===== config.mk =====
export PLATFORM = sky130hd
export DESIGN_NAME = dica_bits_corretos_n
export DESIGN_NICKNAME = d
export VERILOG_FILES = /design/src/rtl/dica_bits_corretos_n.sv
export SDC_FILE = /design/constraint.sdc
export NUM_CORES = 1
export LEC_CHECK = 0
export ABC_AREA = 1
export CAP_MARGIN = 20
export CORE_MARGIN = 2
export CORE_UTILIZATION = 50
export DETAILED_ROUTE_END_ITERATION = 8
export PLACE_DENSITY_LB_ADDON = 0.2
export SYNTH_ARGS = -nofsm -noshare
export SYNTH_HDL_FRONTEND = slang
export SYNTH_SLANG_ARGS = --single-unit

===== constraint.sdc =====
create_clock -name CLOCK_50 -period 2.1 [get_ports CLOCK_50]
set_clock_uncertainty 0.2 [all_clocks]
set_input_delay 0.21 -clock CLOCK_50 [delete_from_list [all_inputs] [get_ports CLOCK_50]]
set_output_delay 0.21 -clock CLOCK_50 [all_outputs]
set_load 0.01 [all_outputs]

===== src/rtl/dica_bits_corretos_n.sv =====
// Clocked "correct bits" hint for the bomb puzzle: serially counts matching bits of each
// confirmed guess, shows the count as a thermometer and walks through ETAPAS passwords.
module dica_bits_corretos_n #(
  parameter int LARGURA  = 4,
  parameter int ETAPAS   = 2,
  parameter int MAX_TENT = 8
) (
  input  logic                              CLOCK_50,
  input  logic                              RESET,
  input  logic                              ENABLE,
  input  logic                              ENTER,
  input  logic [LARGURA-1:0]                TENTATIVA,
  input  logic [ETAPAS*LARGURA-1:0]         SENHAS,
  output logic [LARGURA-1:0]                LEDR,
  output logic [$clog2(ETAPAS+1)-1:0]       ETAPA,
  output logic [$clog2(MAX_TENT+1)-1:0]     TENT_RESTANTES,
  output logic                              OCUPADO,
  output logic                              ACERTOU,
  output logic                              CONCLUIDO,
  output logic                              ESGOTADO
);

  // state    | meaning
  // OCIOSO   | waiting for a synchronised ENTER edge
  // CONTANDO | comparing one bit per clock
  // AVALIA   | publishing the count, advancing stage or spending an attempt
  // FIM      | game solved or attempts exhausted; only RESET leaves
  localparam logic [1:0] OCIOSO   = 2'd0;
  localparam logic [1:0] CONTANDO = 2'd1;
  localparam logic [1:0] AVALIA   = 2'd2;
  localparam logic [1:0] FIM      = 2'd3;

  localparam int EW = $clog2(ETAPAS + 1);
  localparam int TW = $clog2(MAX_TENT + 1);
  localparam int CW = $clog2(LARGURA + 1);
  localparam int IW = (LARGURA > 1) ? $clog2(LARGURA) : 1;

  logic [1:0]         estado;
  logic               enter_s1, enter_s2, enter_prev;
  logic               enter_edge;
  logic [LARGURA-1:0] tentativa_r, senha_r, senha_atual;
  logic [CW-1:0]      acc, bits_corretos;
  logic [IW-1:0]      idx;

  assign enter_edge = enter_s2 && !enter_prev;
  assign OCUPADO    = (estado == CONTANDO) || (estado == AVALIA);

  // ETAPA only reaches ETAPAS in FIM, where the selected password is unused
  always_comb begin
    senha_atual = '0;
    for (int k = 0; k < ETAPAS; k++) begin
      if (ETAPA == EW'(k)) senha_atual = SENHAS[k*LARGURA +: LARGURA];
    end
  end

  always_comb begin
    LEDR = '0;
    for (int i = 0; i < LARGURA; i++) begin
      LEDR[i] = ENABLE && (bits_corretos > CW'(i));
    end
  end

  always_ff @(posedge CLOCK_50 or posedge RESET) begin
    if (RESET) begin
      estado         <= OCIOSO;
      enter_s1       <= 1'b0;
      enter_s2       <= 1'b0;
      enter_prev     <= 1'b0;
      tentativa_r    <= '0;
      senha_r        <= '0;
      acc            <= '0;
      idx            <= '0;
      bits_corretos  <= '0;
      ETAPA          <= '0;
      TENT_RESTANTES <= TW'(MAX_TENT);
      ACERTOU        <= 1'b0;
      CONCLUIDO      <= 1'b0;
      ESGOTADO       <= 1'b0;
    end else begin
      enter_s1   <= ENTER;
      enter_s2   <= enter_s1;
      enter_prev <= enter_s2;
      ACERTOU    <= 1'b0;
      case (estado)
        OCIOSO: begin
          if (enter_edge) begin
            tentativa_r <= TENTATIVA;
            senha_r     <= senha_atual;
            acc         <= '0;
            idx         <= '0;
            estado      <= CONTANDO;
          end
        end
        CONTANDO: begin
          acc <= acc + CW'(tentativa_r[idx] ~^ senha_r[idx]);
          idx <= idx + IW'(1);
          if (idx == IW'(LARGURA - 1)) estado <= AVALIA;
        end
        AVALIA: begin
          bits_corretos <= acc;
          if (acc == CW'(LARGURA)) begin
            ACERTOU        <= 1'b1;
            ETAPA          <= ETAPA + EW'(1);
            TENT_RESTANTES <= TW'(MAX_TENT);
            if (ETAPA == EW'(ETAPAS - 1)) begin
              CONCLUIDO <= 1'b1;
              estado    <= FIM;
            end else begin
              estado <= OCIOSO;
            end
          end else begin
            TENT_RESTANTES <= TENT_RESTANTES - TW'(1);
            if (TENT_RESTANTES == TW'(1)) begin
              ESGOTADO <= 1'b1;
              estado   <= FIM;
            end else begin
              estado <= OCIOSO;
            end
          end
        end
        FIM:     estado <= FIM;
        default: estado <= OCIOSO;
      endcase
    end
  end

endmodule


==> summary.md <==
| Metric | Value |
|---|---|
| Cts hold-fix bufs | `0` |
| Critical Path Start | `estado[1]$_DFFE_PP0P_` |
| Final net count | `232` |
| DP HPWL | `2190 um` |
| Core area | `2780 sq um` |
| Count of input and output buffers | `29` |
| DRC viols | `0` |
| Worst hold slack | `48.1 ps` |
| DR pass1 iterations | `4` |
| Final std cells w/o fill | `236` |
| Remaining global-route overflow | `0` |
| Synthesis-stage register bit count | `30` |
| Ant. Diodes | `0` |
| Vias in the first global route | `1217` |
| Final setup vio count | `0` |
| Initial Util | `53.4%` |
| Core Rows | `19` |
| Via/cell ratio | `5.11` |
| Routability cong. | `roughly 0.76` |
| Clock Latency Late Sink | `330 ps` |
| Yosys cell types | `23` |
| Synth Warn # | `0` |
| Flop pwr share | `35.9%` |
| FF-to-FF setup slack | `370 ps` |
| Share of cells above drive strength 1 | `11.2%` |
| Switching Share | `between 30 and 40%` |
| Worst r2r src | `senha_r[1]$_DFFE_PP0P_` |
| R2R depth | `8` |
| Internal power | `0.00179 W` |
| Syn nets | `191` |
| CTS root buffer | `clkbuf_4` |
| Fmax | `approximately 500 MHz` |
| Clk buf depth | `2` |
| Critical Path AT | `1610 ps` |
| Fill count | `249` |
| Kind of critical path | `flop to output pin` |
| First-pass GRT wire length | `5060 um` |
| Peak supply drop | `0.00103 V` |
| # H-tree levels | `2` |
| Reg area | `752 sq um` |
| Gr usage total | `19.8%` |
| Num CTS Buffers | `5` |
| Post-Syn Area | `approximately 1500 sq um` |
| Initial antenna violation count | `0` |
| Die X | `58.5 um` |
| Mapped Cells | `approximately 160` |
| Power Dens Cells | `1510 nW/um^2` |
| # IOs | `30` |
| Inst Count DP | `224` |
| Worst R2R End | `acc[1]$_DFFE_PP0P_` |
| TritonCTS clock tree | `done` |
| Largest net degree at the start of global routing | `31` |
| Critical Path RT | `1690 ps` |
| Initial DRC count | `27` |
| Gr busiest metal | `met2` |
| Critical-path cell list | `inv_1, ha_1, clkdlybuf4s50_1` |
| Met3 usage | `under 10%` |
| Rel. slew slack | `75.0%` |
| Crit path launch type | `flop` |
| Slowest-stage cell, CP | `clkdlybuf4s50_1` |
| Die Span Y | `58.5 um` |
| Crit path capture type | `output pin` |
| Final Cycle Share | `96.1%` |
| Leak | `~0.96 nW` |
| Sequential area share after synthesis | `50.6%` |
| Clock Sinks | `30` |
| Vias after detailed routing | `1206` |
| Clk network pwr share | `14.7%` |
| Grt met2 use | `35.0%` |
| Tmin final | `2020 ps` |
| Least-Margin Pin Slew | `375 ps` |
| Multi-input gate area | `631 sq um` |
| Die ar. | `3430 sq um` |
| Outcome | `finished, final reports clean` |
| Clk pin slew, worst setup/hold paths | `100 ps` |
| GRT met1 Usage | `22.3%` |
| Syn Area/Cell | `about 9.1 sq um` |
| Post-Route WL | `~2900 um` |
| Logic pwr share | `49.4%` |
| Sw Pwr | `~0.0011 W` |
| Final count of pins violating max slew | `0` |
| # resized after CTS | `0` |
| Routed len/inst | `12.1 um` |
| Max_cap viols | `0` |
| Max stage delay on crit path | `520 ps` |
| Worst setup endpoint | `OCUPADO` |
| Fin. Hold Viols | `0` |
| Crit Path Max Fanout | `5` |
| Synth-to-Final Area Change | `30.1%` |
| Final ANT Viol Nets | `0` |
| HP Class | `input port to asynchronous set/reset pin` |
[worst min-delay path by stage]
stage                       start                   end  slack [ps]
2_1_floorplan               ENTER    enter_s1$_DFF_PP0_          40
6_report                    RESET     ACERTOU$_DFF_PP0_          50
5_1_grt                     RESET     ACERTOU$_DFF_PP0_         100
4_1_cts                     RESET  ETAPA[0]$_DFFE_PP0P_          60
3_3_place_gp   enter_s1$_DFF_PP0_    enter_s2$_DFF_PP0_         140
3_5_place_dp   enter_s1$_DFF_PP0_    enter_s2$_DFF_PP0_         140
[through the flow]
| stage | power, W | area, sq um | setup TNS (ps) | worst slack, ps | utilization, % |
|---|---|---|---|---|---|
| 2_1_floorplan | 0.00196 | 1490 | 0 | 499 | - |
| 3_3_place_gp | 0.00238 | 1830 | 0 | 189 | 65.6 |
| 3_5_place_dp | 0.00247 | 1830 | 0 | 142 | 65.6 |
| 4_1_cts | 0.00291 | 1900 | 0 | 5.05 | 68.5 |
| 5_1_grt | 0.00321 | 1930 | -11.3 | -11.3 | 69.5 |
| 6_report | 0.00292 | 1930 | 0 | 82.2 | 69.5 |
[state kept, by name, summed over array words and instances, names as in the netlist]
name / cells
TENT_RESTANTES: 4
senha_r: 4
tentativa_r: 4
acc: 3
bits_corretos: 3
ETAPA: 2
estado: 2
idx: 2
ACERTOU: 1
CONCLUIDO: 1
ESGOTADO: 1
enter_prev: 1
enter_s1: 1
enter_s2: 1
[critical path: cells and delay by family, from the launching register on]
family | cells | cell delay [ps]
adders and majority gates | 1 | 280
buffers and inverters | 2 | 620
DFF | 1 | 380
[Yosys cell counts (all sizes together)]
cell | number | area, sq um
a2bb2oi | 4 | 35.0
xor2 | 4 | 35.0
nor2 | 11 | 48.8
inv | 25 | 93.8
o21a | 1 | 7.51
or2 | 2 | 15.0
nand2 | 31 | 119
dfstp | 1 | 26.3
o22ai | 2 | 12.5
dfrtp | 29 | 726
nand3 | 10 | 50.1
xnor2 | 2 | 17.5
o21ai | 11 | 58.8
a21oi | 15 | 75.1
nand4 | 1 | 6.26
ha | 12 | 150
clkinv | 1 | 5.00
buf | 1 | 5.00
[layout by cell type, fill, tap and decap left out, types with 4 or more instances in the layout]
master	instances
a21oi_1	15
nand3_1	10
buf_4	6
nor2_1	10
xor2_1	4
a2bb2oi_1	4
ha_1	12
nand2_1	30
dfrtp_1	29
clkbuf_4	5
inv_1	23
o21ai_0	10
clkdlybuf4s50_1	29
[kinds of logic (layout without fill, tap and decap cells)]
logic type,Yosys count,in the layout,synth area share [%]
flops,30,30,50.6
xor+xnor,6,6,3.54
compound gates,33,33,12.7
simple gates,55,55,16.1
buf+inv,27,69,6.99
fa+ha+maj,12,12,10.1
[layout make-up]
class / instances / share of cell area (%)
flip-flops and latches: 30 / 38.9
multi-input cells: 106 / 32.6
repair buffers: 35 / 17.3
inverters: 26 / 5.11
clock buffers: 8 / 4.08
well taps: 31 / 2.01
[power groups by stage]
stage | clock, W | sequential [W] | combinational, W
after detailed placement | 0 | 0.00107 | 0.00140
after CTS | 0.000442 | 0.00106 | 0.00141
after floorplan | 0 | 0.00107 | 0.000896
after global routing | 0.000462 | 0.00109 | 0.00166
final | 0.000429 | 0.00105 | 0.00145
after global placement | 0 | 0.00105 | 0.00133
[metal layers]
layer  up-vias  wire (um)
li1        608          -
met1       572       1160
met2        22       1520
met3         4        139
met4         0         42
met5         -          0
[timing repair]
item / CTS / global route
setup buffers: 0 / 4
endpoints found under the hold margin: 0 / 0
endpoints found under the setup margin: 0 / 2
(Power assumes the default switching activity.)
